==> config.mk <==
export PLATFORM = sky130hd
export DESIGN_NAME = mem_arbiter
export DESIGN_NICKNAME = d
export VERILOG_FILES = /design/src/rtl/cpu_types_pkg.sv /design/src/rtl/arb_select.sv /design/src/rtl/mem_arbiter.sv
export SDC_FILE = /design/constraint.sdc
export NUM_CORES = 1
export LEC_CHECK = 0
export BUFFER_PORTS_ARGS = -buffer_cell sky130_fd_sc_hd__buf_2
export CORE_AREA = 2 2 168 170
export DETAILED_ROUTE_END_ITERATION = 6
export DIE_AREA = 0 0 170 172
export PLACE_DENSITY = 0.73
export SYNTH_ARGS = -nofsm -noshare
export SYNTH_HDL_FRONTEND = slang
export SYNTH_SLANG_ARGS = --single-unit
==> constraint.sdc <==
create_clock -name CLK -period 6.2 [get_ports CLK]
set_input_delay 0.62 -clock CLK [delete_from_list [all_inputs] [get_ports CLK]]
set_output_delay 0.62 -clock CLK [all_outputs]
set_load 0.05 [all_outputs]
==> src/rtl/cpu_types_pkg.sv <==
// Shared types for the cache-to-RAM arbitration path.
package cpu_types_pkg;

  typedef logic [31:0] word_t;

  typedef enum logic [1:0] {
    FREE   = 2'd0,
    BUSY   = 2'd1,
    ACCESS = 2'd2,
    ERROR  = 2'd3
  } ramstate_t;

  typedef enum logic {
    IDLE,
    GRANT
  } arb_state_t;

  typedef enum logic {
    IPORT,
    DPORT
  } port_sel_t;

endpackage

==> src/rtl/arb_select.sv <==
// Combinational round-robin picker across cores; within a core dWEN > dREN > iREN.
module arb_select
  import cpu_types_pkg::*;
#(
  parameter int unsigned CPUS = 2,
  localparam int unsigned IdxW = (CPUS > 1) ? $clog2(CPUS) : 1
) (
  input  logic [CPUS-1:0] iren_i,
  input  logic [CPUS-1:0] dren_i,
  input  logic [CPUS-1:0] dwen_i,
  input  logic [IdxW-1:0] rr_i,
  output logic            valid_o,
  output logic [IdxW-1:0] core_o,
  output port_sel_t       port_o,
  output logic            wen_o
);

  logic [IdxW-1:0] idx;

  always_comb begin
    valid_o = 1'b0;
    core_o  = '0;
    port_o  = IPORT;
    wen_o   = 1'b0;
    idx     = '0;
    for (int unsigned k = 0; k < CPUS; k++) begin
      idx = IdxW'((32'(rr_i) + k) % CPUS);
      // First core at or after the pointer with anything pending wins.
      if (!valid_o && (dwen_i[idx] || dren_i[idx] || iren_i[idx])) begin
        valid_o = 1'b1;
        core_o  = idx;
        if (dwen_i[idx]) begin
          port_o = DPORT;
          wen_o  = 1'b1;
        end else if (dren_i[idx]) begin
          port_o = DPORT;
        end else begin
          port_o = IPORT;
        end
      end
    end
  end

endmodule

==> src/rtl/mem_arbiter.sv <==
// Serialises per-core i/d cache requests onto one single-ported RAM, one transaction at a time.
module mem_arbiter
  import cpu_types_pkg::*;
#(
  parameter int unsigned CPUS    = 2,
  parameter word_t       ERRWORD = 32'hBAD1BAD1
) (
  input  logic              CLK,
  input  logic              RST,
  input  logic [CPUS-1:0]   iREN,
  input  logic [CPUS-1:0]   dREN,
  input  logic [CPUS-1:0]   dWEN,
  input  word_t [CPUS-1:0]  iaddr,
  input  word_t [CPUS-1:0]  daddr,
  input  word_t [CPUS-1:0]  dstore,
  output logic [CPUS-1:0]   iwait,
  output logic [CPUS-1:0]   dwait,
  output word_t [CPUS-1:0]  iload,
  output word_t [CPUS-1:0]  dload,
  output logic              ramREN,
  output logic              ramWEN,
  output word_t             ramaddr,
  output word_t             ramstore,
  input  word_t             ramload,
  input  ramstate_t         ramstate,
  output logic              ram_err
);

  localparam int unsigned IdxW = (CPUS > 1) ? $clog2(CPUS) : 1;

  arb_state_t       state_q;
  logic [IdxW-1:0]  rr_q;
  logic [IdxW-1:0]  g_core_q;
  port_sel_t        g_port_q;
  logic             g_wen_q;
  word_t            g_addr_q;
  word_t            g_store_q;
  logic             ram_err_q;
  word_t [CPUS-1:0] iload_q;
  word_t [CPUS-1:0] dload_q;

  logic             sel_valid;
  logic [IdxW-1:0]  sel_core;
  port_sel_t        sel_port;
  logic             sel_wen;

  logic             req_alive;
  logic             ram_done;
  logic             done;
  word_t            resp;

  arb_select #(
    .CPUS (CPUS)
  ) u_select (
    .iren_i  (iREN),
    .dren_i  (dREN),
    .dwen_i  (dWEN),
    .rr_i    (rr_q),
    .valid_o (sel_valid),
    .core_o  (sel_core),
    .port_o  (sel_port),
    .wen_o   (sel_wen)
  );

  // A granted request that drops before completion is an abort.
  assign req_alive = (g_port_q == IPORT) ? iREN[g_core_q] :
                     (g_wen_q ? dWEN[g_core_q] : dREN[g_core_q]);
  assign ram_done  = (ramstate == ACCESS) || (ramstate == ERROR);
  assign done      = (state_q == GRANT) && req_alive && ram_done;
  assign resp      = (ramstate == ERROR) ? ERRWORD : ramload;

  assign ramREN   = (state_q == GRANT) && !g_wen_q;
  assign ramWEN   = (state_q == GRANT) && g_wen_q;
  assign ramaddr  = (state_q == GRANT) ? g_addr_q : '0;
  assign ramstore = (state_q == GRANT) ? g_store_q : '0;
  assign ram_err  = ram_err_q;

  always_comb begin
    iwait = '1;
    dwait = '1;
    iload = iload_q;
    dload = dload_q;
    if (done) begin
      if (g_port_q == IPORT) begin
        iwait[g_core_q] = 1'b0;
        iload[g_core_q] = resp;
      end else begin
        dwait[g_core_q] = 1'b0;
        if (!g_wen_q) begin
          dload[g_core_q] = resp;
        end
      end
    end
  end

  always_ff @(posedge CLK or posedge RST) begin
    if (RST) begin
      state_q   <= IDLE;
      rr_q      <= '0;
      g_core_q  <= '0;
      g_port_q  <= IPORT;
      g_wen_q   <= 1'b0;
      g_addr_q  <= '0;
      g_store_q <= '0;
      ram_err_q <= 1'b0;
      iload_q   <= '0;
      dload_q   <= '0;
    end else begin
      unique case (state_q)
        IDLE: begin
          if (sel_valid) begin
            g_core_q  <= sel_core;
            g_port_q  <= sel_port;
            g_wen_q   <= sel_wen;
            g_addr_q  <= (sel_port == IPORT) ? iaddr[sel_core] : daddr[sel_core];
            g_store_q <= sel_wen ? dstore[sel_core] : '0;
            rr_q      <= (32'(sel_core) == CPUS - 1) ? '0 : sel_core + 1'b1;
            state_q   <= GRANT;
          end
        end
        GRANT: begin
          if (!req_alive) begin
            state_q <= IDLE;
          end else if (ram_done) begin
            state_q <= IDLE;
            if (ramstate == ERROR) begin
              ram_err_q <= 1'b1;
            end
            if (g_port_q == IPORT) begin
              iload_q[g_core_q] <= resp;
            end else if (!g_wen_q) begin
              dload_q[g_core_q] <= resp;
            end
          end
        end
        default: state_q <= IDLE;
      endcase
    end
  end

endmodule
Word level (Yosys, flattened, before mapping):

Cells that the tools add are included.

* register bits after elaboration: 198
* input port bits: 234
* output and inout bits: 199
* logic and storage cells: 104

* $add $sub $neg: 2
* order comparisons: 5
* equal/unequal tests: 2
* mux-type cells: 65
* bitwise operators: 2
* reduce and logical (&&, ||, !) cells: 16

Operator list (number)
* $mux W32: 12
* $mux W64: 5
* $bwmux W64: 2
* $mux W1: 39
* $demux W32 S1: 1
* $lt A1 B2 Y1 const B: 4
* $mux W2: 4
* $logic_and A1 B1 Y1: 6
* $logic_or A1 B1 Y1: 5
* $eq A2 B2 Y1 const B: 2
* $reduce_and A4 Y1: 1
* $reduce_and A3 Y1: 1
* $add A1 B1 Y1 const B: 2
* $logic_not A1 Y1: 2
* $not A2 Y2: 1
* $pmux W1 S2: 1
* $reduce_and A2 Y1: 1
* $demux W1 S1: 1
* $ge A1 B1 Y1 const B: 1
* $not A1 Y1: 1

Longest topological paths before layout:

Gate-level depths: netlist of run 1.

* word-level depth: 11
* gate-level depth with buffers: 7
* gate-level depth less buffers: 4

By module:

A second synthesis of run 1 with hierarchy kept.

* cells, all modules: 904
* area total of the unflattened synthesis: 11235.8 um2

Modules (own cells, without submodules)
* mem_arbiter: times used 1, cells an instance 891, area an instance 11150.7 um2
* arb_select: times used 1, cells an instance 13, area an instance 85.1 um2

Worst setup path after synthesis of run 1:

Ideal clock, no wire load.

* kind: input-to-output
* start point: input port ramstate[1]
* end point: output port iload[35] (netlist name)
* arrival time: 2.854 ns
* slack: 2.726 ns
* cell stages on the path: 5
* cell sequence: nand2_1 > nor3_1 > inv_1 > clkbuf_1 > o21ai_0

RTL lines
* start: declaration: RTL line mem_arbiter.sv:25 `input ramstate_t ramstate,`
* end: declaration: RTL line mem_arbiter.sv:18 `output word_t [CPUS-1:0] iload,`

==> impl_metrics.env, run 1 <==
export IMPL_fillers=2665
export IMPL_synthDistinctLibCells=35
export IMPL_synth_common_cells="dfrtp_1, nand2_1, o21ai_0"
export IMPL_finalCritPeriodShare_pct=64.39
export IMPL_startpoint="state_q"
export IMPL_fmax_ghz=0.2505
export IMPL_syn_inst=893
export IMPL_period_needed_ps=3992
export IMPL_p_leak_uw=0.006254
export IMPL_critPathArrivalTime_ps=3370
export IMPL_ys_seq_area_share_pct=55.43
export IMPL_max_vdd_ir_drop_v=0.0003015
export IMPL_tritoncts="done"
export IMPL_clock_path_buffers=2
export IMPL_rows=61
export IMPL_ff2ff_setup_slack_ps=3480
export IMPL_tightest_slew_ps=1158
export IMPL_grt_pass1_vias=7845
export IMPL_dp_slack_ps=2557
export IMPL_antenna_found_initial=7
export IMPL_synth_area_mm2=0.008939
export IMPL_dominantRegCellSynth="dfrtp_1"
export IMPL_hpwl_mm=22.36
export IMPL_root_buffer="clkbuf_16"
export IMPL_routed_via_density=4.922
export IMPL_worst_path_max_delay_cell="nand4b_2"
export IMPL_reg2reg_depth=5
export IMPL_portBuffers=432
export IMPL_drv_cap=0
export IMPL_swShare_pct=55.12
export IMPL_outcome="completed"
export IMPL_p_clk_share_pct=14.3
export IMPL_slew_viol_final=0
export IMPL_synth_nets=1127
export IMPL_synth_seq_cells=198
export IMPL_ant_nets=0
export IMPL_rr_startpoint="state_q"
export IMPL_hold_viol=0
export IMPL_cts_num_sinks=198
export IMPL_worstSetupPathType="reg -> out"
export IMPL_synthMostInstantiatedCell="dfrtp_1"
export IMPL_grt_setup_unrepaired="no"
export IMPL_finalSetupTns_ps=0
export IMPL_dr_pass1_iters=7
export IMPL_seq_area_mm2=0.004956
export IMPL_crit_chain="buf_4, and3_1, nand4b_2, buf_4, o21ai_0, buf_2"
export IMPL_pin_count=433
export IMPL_synth_async_sr_flop_share_pct=100.0
export IMPL_pwr_share_comb_pct=58.6
export IMPL_die_h_um=172
export IMPL_crit_end="dload[49]"
export IMPL_skew_ps=17.40
export IMPL_finalWirelength_mm=30.30
export IMPL_pwr_share_seq_pct=27.1
export IMPL_synth_edf_count=0
export IMPL_yosysWarnings=0
export IMPL_yosys_area_top_type_share_pct=55.43
export IMPL_setup_violations=0
export IMPL_holdBufCountCts=0
export IMPL_drc=0
export IMPL_num_vias=8136
export IMPL_hp_class="in -> async"
export IMPL_end_kind="output pin"
export IMPL_grt_total_usage_pct=20.32
export IMPL_layout_nets=1524
export IMPL_drt_iter0_drc=624
export IMPL_cpPeakStageDelay_ps=660
export IMPL_wire_per_inst_um=18.33
export IMPL_synthTopCellsByArea="dfrtp_1, mux2i_1, nand2_1"
export IMPL_syn_to_final_growth_pct=33.24
export IMPL_cp_start_kind="flip-flop"
export IMPL_required_ps=5580
export IMPL_final_util_pct=43.35
export IMPL_coreArea_mm2=0.02748
export IMPL_synth_top_area_cell="dfrtp_1"
export IMPL_path_clk_slew_ps=80
export IMPL_grt_max_degree=98
export IMPL_grt_pass1_wl_mm=44.64
export IMPL_cp_max_fo=74
export IMPL_avgSynthCellArea_um2=10.01
export IMPL_die_w_um=170
export IMPL_setup_ws_ps=2208
export IMPL_rr_endpoint="dload_q[49]"
export IMPL_place_gp_congestion=0.8407
export IMPL_cts_buffers_inserted=17
export IMPL_p_total_uw=7643
export IMPL_start_util_pct=32.53
export IMPL_whs_ps=241.5
export IMPL_h_tree_depth=4
export IMPL_relSlewSlack_pct=22.79
export IMPL_multi_input_area_mm2=0.003681
export IMPL_p_switching_uw=4213
export IMPL_die_area_mm2=0.02924
export IMPL_p_int_uw=3430
export IMPL_overflow=0
export IMPL_clock_latency_ps=440
export IMPL_cts_resized=0
export IMPL_post_cts_setup_buffers=0
export IMPL_crit_path_frequent_cell="buf_4"
export IMPL_drive_gt1_share_pct=37.45
export IMPL_powerDensity_mw_per_mm2=641.7
==> logic make-up (layout without fill, tap and decap cells) <==
group | after synthesis | count (layout) | synth area share (%)
AOI/OAI and AO/OA | 207 | 207 | 13.26
buffers and inverters | 67 | 477 | 3.807
DFF | 198 | 198 | 55.43
muxes | 98 | 98 | 11.11
other | 0 | 4 | 0
and+or+nand+nor | 323 | 323 | 16.39
==> critical path, delay by kind of cell, from the launching register on <==
kind	cells	cell delay, ps
AO/OA/AOI/OAI	1	260
buffers and inverters	3	1310
flip-flops	1	340
AND/OR/NAND/NOR	2	990
==> worst min path at each step <==
stage                       start       endpoint  cells past startpoint
finish                        RST        state_q                      2
global route                  RST        state_q                      2
CTS                           RST        state_q                      2
detailed placement  g_store_q[25]  g_store_q[25]                      2
global placement    g_store_q[17]  g_store_q[17]                      2
floorplan           g_store_q[10]  g_store_q[10]                      2
==> final cells by class <==
| class | count | area share, % |
|---|---|---|
| well taps | 346 | 3.635 |
| repair buffers | 442 | 18.89 |
| multi-input cells | 628 | 30.91 |
| diodes | 4 | 0.08404 |
| inverters | 3 | 0.1576 |
| clock inverters | 15 | 1.145 |
| clock buffers | 17 | 3.572 |
| flip-flops and latches | 198 | 41.61 |
==> flip-flops by register name (all words and copies together) (netlist names) <==
name       count
g_port_q       1
dload_q       64
iload_q       64
g_addr_q      32
g_wen_q        1
g_store_q     32
ram_err        1
rr_q           1
state_q        1
g_core_q       1
==> per-layer routing <==
layer	vias to the layer above	part of all wire, %	track usage, %
met5	-	0.11	0
li1	3861	-	-
met3	48	8.9	6.729
met2	381	49	35.42
met4	6	2.4	6.652
met1	3840	40	23.63
==> power by group through the flow <==
stage | sequential, µW | combinational (µW) | clock [µW]
2_1_floorplan | 2050 | 3480 | 0
3_3_place_gp | 2070 | 4430 | 0
3_5_place_dp | 2100 | 4490 | 0
4_1_cts | 2080 | 4500 | 1130
5_1_grt | 2130 | 4750 | 1180
6_report | 2070 | 4480 | 1090
==> per-stage QoR <==
| stage | instance area [µm²] | cells |
|---|---|---|
| floorplan | 8939 | 893 |
| global placement | 11340 | 1617 |
| detailed placement | 11340 | 1617 |
| CTS | 11900 | 1649 |
| global route | 11900 | 1650 |
| finish | 11910 | 1653 |
==> layout by cell type (no fill, tap or decap), drive strengths merged, types with 14 or more instances in the layout <==
master    n
o21ai   144
nand2b   16
clkbuf   17
buf     442
mux2i    97
dfrtp   198
a221oi   14
nor2     58
nand2   168
o221ai   19
a21oi    20
and2     66
Power figures use the tool's default switching activity.
==> inputs of run 2 (changes only) <==
--- a/config.mk
+++ b/config.mk
@@ -5,11 +5,11 @@
 export SDC_FILE = /design/constraint.sdc
 export NUM_CORES = 1
 export LEC_CHECK = 0
+export ABC_AREA = 1
 export BUFFER_PORTS_ARGS = -buffer_cell sky130_fd_sc_hd__buf_2
-export CORE_AREA = 2 2 168 170
+export CORE_UTILIZATION = 45
 export DETAILED_ROUTE_END_ITERATION = 6
-export DIE_AREA = 0 0 170 172
-export PLACE_DENSITY = 0.73
+export PLACE_DENSITY = 0.84
 export SYNTH_ARGS = -nofsm -noshare
 export SYNTH_HDL_FRONTEND = slang
 export SYNTH_SLANG_ARGS = --single-unit
==> constraint.sdc (replaced) <==
create_clock -name CLK -period 4.03 [get_ports CLK]
set_input_delay 0.403 -clock CLK [delete_from_list [all_inputs] [get_ports CLK]]
set_output_delay 0.403 -clock CLK [all_outputs]
set_load 0.05 [all_outputs]
==> impl_metrics.env, run 2 <==
export IMPL_outcome="completed"
export IMPL_h_tree_depth=4
export IMPL_reg2reg_depth=10
export IMPL_cp_num_buf_inv=3
export IMPL_max_vdd_ir_drop_v=0.0005605
export IMPL_cp_max_fo=70
export IMPL_hpwl_mm=28.73
export IMPL_die_w_um=168.6
export IMPL_clock_latency_ps=450
export IMPL_die_h_um=168.6
export IMPL_p_leak_uw=0.009075
export IMPL_critPathArrivalTime_ps=3120
export IMPL_cts_resized=0
export IMPL_grt_pass1_wl_mm=62.83
export IMPL_path_clk_slew_ps=80
export IMPL_coreArea_mm2=0.02710
export IMPL_final_common_cell="nand2_1"
export IMPL_place_gp_congestion=0.9388
export IMPL_worstSetupPathType="reg -> out"
export IMPL_relSlewSlack_pct=42.44
export IMPL_rr_startpoint="rr_q"
export IMPL_synth_async_sr_flop_share_pct=100.0
export IMPL_p_total_uw=15130
export IMPL_ff2ff_setup_slack_ps=1290
export IMPL_finalWirelength_mm=39.77
export IMPL_finalCritPeriodShare_pct=87.38
export IMPL_grt_total_usage_pct=27.86
export IMPL_hold_viol=0
export IMPL_synthDistinctLibCells=33
export IMPL_pin_count=433
export IMPL_avgSynthCellArea_um2=6.626
export IMPL_root_buffer="clkbuf_16"
export IMPL_tightest_slew_ps=860.1
export IMPL_synth_nets=2120
export IMPL_post_cts_setup_buffers=0
export IMPL_synth_common_cells="nand2_1, inv_1, dfrtp_1"
export IMPL_slew_viol_final=0
export IMPL_fillers=2537
export IMPL_cts_buffers_inserted=17
export IMPL_tritoncts="done"
export IMPL_synth_area_mm2=0.01250
export IMPL_period_needed_ps=3521
export IMPL_hp_class="in -> async"
export IMPL_grt_pass1_vias=12289
export IMPL_portBuffers=432
export IMPL_startpoint="state_q"
export IMPL_required_ps=3630
export IMPL_syn_inst=1886
export IMPL_cp_start_kind="flip-flop"
export IMPL_grt_setup_unrepaired="no"
export IMPL_antenna_found_initial=3
export IMPL_end_kind="output pin"
export IMPL_cts_num_sinks=198
export IMPL_setup_violations=0
export IMPL_skew_ps=17.87
export IMPL_rows=60
export IMPL_synth_seq_cells=198
export IMPL_drt_iter0_drc=1256
export IMPL_holdBufCountCts=0
export IMPL_synthTopCellsByArea="dfrtp_1, nand2_1, inv_1"
export IMPL_reg_largest_list="dload_q (64), iload_q (64)"
export IMPL_clock_path_buffers=2
export IMPL_synth_top_area_cell="dfrtp_1"
export IMPL_drive_gt1_share_pct=24.15
export IMPL_rr_endpoint="g_store_q[10]"
export IMPL_die_area_mm2=0.02844
export IMPL_drv_cap=0
export IMPL_yosysWarnings=0
export IMPL_drc=0
export IMPL_yosys_area_top_type_share_pct=39.65
export IMPL_ys_seq_area_share_pct=39.65
export IMPL_worst_path_max_delay_cell="dfrtp_4"
export IMPL_routed_via_density=5.112
export IMPL_synthMostInstantiatedCell="nand2_1"
export IMPL_overflow=0
export IMPL_layout_nets=2465
export IMPL_grt_max_degree=130
export IMPL_wire_per_inst_um=15.19
export IMPL_syn_to_final_growth_pct=24.03
export IMPL_dominantRegCellSynth="dfrtp_1"
export IMPL_synth_edf_count=0
export IMPL_num_vias=13384
export IMPL_start_util_pct=46.11
export IMPL_ant_nets=0
export IMPL_crit_chain="nand4_1, buf_4, nor2_2, buf_4, nand2_1, nand2_1, buf_2"
export IMPL_powerDensity_mw_per_mm2=976.5
export IMPL_fmax_ghz=0.2840
export IMPL_finalSetupTns_ps=0
export IMPL_crit_family="buffers and inverters"
export IMPL_cpPeakStageDelay_ps=940
export IMPL_most_common_layout_cells="nand2_1, buf_2, inv_1, dfrtp_1, o21ai_0"
export IMPL_dr_pass1_iters=5
-- run 2: cell count changes in the layout (fill, tap and decap cells not counted), moves of 30 or more --
cell      change
and2_1       -66
mux2i_1      -97
o21bai_1     +65
nand3_1      +91
inv_1       +327
nand2_1     +529
nand4_1      +65
or2_2        +30
-- run 2: worst reg2reg max path, stage by stage, from the launching register on --
cell	delay [ps]
dfrtp_1	490
inv_4	120
nand2_2	70
nand2_2	120
nand3_4	110
nand2_1	80
buf_4	320
nand2_4	270
inv_1	700
nor2_1	220
o21ai_1	180
-- run 2: metal layers --
metal | share of wire [%] | vias up | GRT usage [%]
li1 | - | 6447 | -
met2 | 48 | 747 | 46.51
met5 | 0.068 | - | 0
met3 | 8.5 | 85 | 4.980
met4 | 3.3 | 4 | 10.75
met1 | 40 | 6101 | 35.96
-- run 2: final cells by class --
cell class | instances | area (µm²) | area share [%]
Multi-Input combinational cell | 1226 | 5648 | 36.44
Tap cell | 372 | 465.4 | 3.003
Sequential cell | 198 | 4960 | 32.00
Antenna cell | 2 | 5.005 | 0.03229
Timing Repair Buffer | 452 | 2532 | 16.34
Inverter | 336 | 1270 | 8.194
Clock buffer | 18 | 429.2 | 2.769
Clock inverter | 14 | 188.9 | 1.219
-- run 2: metrics by stage --
step	instances	setup WS [ps]	area [µm²]	utilization (%)	hold WS [ps]
2_1_floorplan	1886	1067	12500	-	448.7
3_3_place_gp	2584	1035	14880	54.89	456.3
3_5_place_dp	2584	1007	14880	54.89	465.8
4_1_cts	2616	543.5	15490	57.17	82.61
5_1_grt	2617	360.1	15500	57.18	99.43
6_report	2618	508.6	15500	57.19	56.24
-- run 2: cells by family (layout without fill, tap and decap cells) --
| family | count (synthesis) | after routing | synth area share [%] |
|---|---|---|---|
| AND/OR/NAND/NOR | 971 | 971 | 32.94 |
| buffers and inverters | 462 | 820 | 15.25 |
| AO/OA/AOI/OAI | 255 | 255 | 12.16 |
| other | 0 | 2 | 0 |
| flip-flops | 198 | 198 | 39.65 |
-- run 2: report_power, final --
| group | switching (µW) | internal (µW) | total [µW] |
|---|---|---|---|
| logic | 7490 | 2390 | 9880 |
| clock network | 894 | 899 | 1790 |
| registers | 534 | 2920 | 3460 |
| total | 8920 | 6220 | 15100 |
-- run 2: how the worst max path moves through the flow --
stage	cells after the start	endpoint
global route	7	dload[40]
CTS	7	dload[40]
global placement	7	dload[40]
floorplan	1	dload_q[0]
finish	7	dload[40]
detailed placement	7	dload[40]
==> inputs of run 3 (changes only) <==
--- a/config.mk
+++ b/config.mk
@@ -7,6 +7,7 @@
 export LEC_CHECK = 0
 export ABC_AREA = 1
 export BUFFER_PORTS_ARGS = -buffer_cell sky130_fd_sc_hd__buf_2
+export CORE_ASPECT_RATIO = 0.9
 export CORE_UTILIZATION = 45
 export DETAILED_ROUTE_END_ITERATION = 6
 export PLACE_DENSITY = 0.84
==> constraint.sdc (replaced) <==
create_clock -name CLK -period 4.03 [get_ports CLK]
set_input_delay 0.403 -clock CLK [delete_from_list [all_inputs] [get_ports CLK]]
set_output_delay 0.403 -clock CLK [all_outputs]
set_load 0.1 [all_outputs]
==> impl_metrics.env, run 3 (synthesis results as in run 2) <==
export IMPL_die_w_um=177.7
export IMPL_final_common_cell="nand2_1"
export IMPL_post_cts_setup_buffers=0
export IMPL_start_util_pct=45.99
export IMPL_fmax_ghz=0.2899
export IMPL_path_clk_slew_ps=80
export IMPL_rows=57
export IMPL_cts_resized=0
export IMPL_drc=3
export IMPL_tightest_slew_ps=1155
export IMPL_reg_largest_list="dload_q (64), iload_q (64)"
export IMPL_root_buffer="clkbuf_16"
export IMPL_end_kind="output pin"
export IMPL_worstSetupPathType="reg -> out"
export IMPL_skew_ps=12.29
export IMPL_syn_to_final_growth_pct=37.98
export IMPL_whs_ps=138.1
export IMPL_grt_total_usage_pct=29.77
export IMPL_h_tree_depth=4
export IMPL_portBuffers=432
export IMPL_most_common_layout_cells="nand2_1, inv_1, buf_2, dfrtp_1, buf_12"
export IMPL_place_gp_congestion=0.9747
export IMPL_cp_start_kind="flip-flop"
export IMPL_drive_gt1_share_pct=24.20
export IMPL_ant_nets=0
export IMPL_finalSetupTns_ps=0
export IMPL_hp_class="in -> async"
export IMPL_die_area_mm2=0.02844
export IMPL_coreArea_mm2=0.02717
export IMPL_required_ps=3630
export IMPL_grt_pass1_vias=12835
export IMPL_clock_path_buffers=2
export IMPL_outcome="complete, but fails checks"
export IMPL_layout_nets=2465
export IMPL_drv_cap=0
export IMPL_cts_buffers_inserted=17
export IMPL_drt_iter0_drc=1201
export IMPL_finalCritPeriodShare_pct=85.60
export IMPL_grt_max_degree=148
export IMPL_wire_per_inst_um=16.16
export IMPL_period_needed_ps=3450
export IMPL_critPathArrivalTime_ps=3050
export IMPL_violations="DRC"
export IMPL_relSlewSlack_pct=22.99
export IMPL_slew_viol_final=0
export IMPL_die_h_um=160.1
export IMPL_grt_pass1_wl_mm=66.67
export IMPL_finalNonFillerCells=2599
export IMPL_fillers=2207
export IMPL_cts_num_sinks=198
export IMPL_tritoncts="done"
export IMPL_setup_violations=0
export IMPL_routed_via_density=5.220
export IMPL_cp_max_fo=67
export IMPL_pin_count=433
export IMPL_finalWirelength_mm=41.99
export IMPL_ff2ff_setup_slack_ps=1230
export IMPL_dp_cells=2566
export IMPL_dr_pass1_iters=7
export IMPL_holdBufCountCts=0
export IMPL_clock_latency_ps=440
export IMPL_overflow=0
export IMPL_num_vias=13567
export IMPL_hold_viol=0
export IMPL_final_util_pct=63.45
export IMPL_grt_setup_unrepaired="no"
export IMPL_antenna_found_initial=1
export IMPL_hpwl_mm=30.37
==> run 3: changes by cell type in the layout (fill, tap and decap cells not counted), moves of 2 or more <==
cell,before,now
buf_12,15,135
buf_2,419,300
clkbuf_8,0,2
clkinv_2,2,4
clkinv_4,4,1
clkinv_8,5,0
inv_6,1,5
==> run 3: metrics by stage <==
step | setup WS, ps | cell area [µm²]
after floorplan | 1067 | 12500
after global placement | 1126 | 16650
after detailed placement | 1097 | 16650
after CTS | 609.5 | 17240
after global routing | 434.2 | 17240
final | 580.4 | 17240
==> run 3: cell type report <==
class,count,area [µm²],share of cell area (%)
timing repair buffer,452,4332,25.12
clock buffer,19,452.9,2.627
antenna,1,2.502,0.01451
tap,354,442.9,2.569
inverter,336,1270,7.366
multi-input combinational,1226,5648,32.76
clock inverter,13,133.9,0.7765
sequential,198,4960,28.77
==> run 3: path summary, 6_finish.rpt <==
check | cells past startpoint | endpoint | start
worst min register to register | 1 | ram_err | ram_err
worst max register to register | 10 | g_store_q[30] | rr_q
worst min-delay path | 3 | g_addr_q[28] | RST
worst max-delay path | 7 | dload[27] | state_q
min in group CLK | 3 | g_store_q[6] | dstore[38]
max in group asynchronous | 3 | iload_q[41] | RST
==> run 3: metal layers <==
layer / part of all wire, % / GRT usage (%) / routed length, µm / vias up
met4: 4.7 / 15.07 / 1968 / 0
met2: 47 / 47.30 / 19650 / 758
met1: 40 / 39.17 / 16770 / 6240
li1: - / - / - / 6459
met3: 8.6 / 4.738 / 3605 / 110
met5: 0 / 0 / 0 / -
==> run 3: worst max-delay path, cell delays in order, from the launching register on <==
cell and delay [ps]:
dfrtp_4 850, nand4_1 160, buf_4 370, nor2_2 170, buf_4 360, nand2_1 220
nand2_1 230, buf_12 200
Power of run 3 is left out: the tool's default activity adds up to more than one toggle a clock period on the data nets, which glitch-free logic cannot reach.
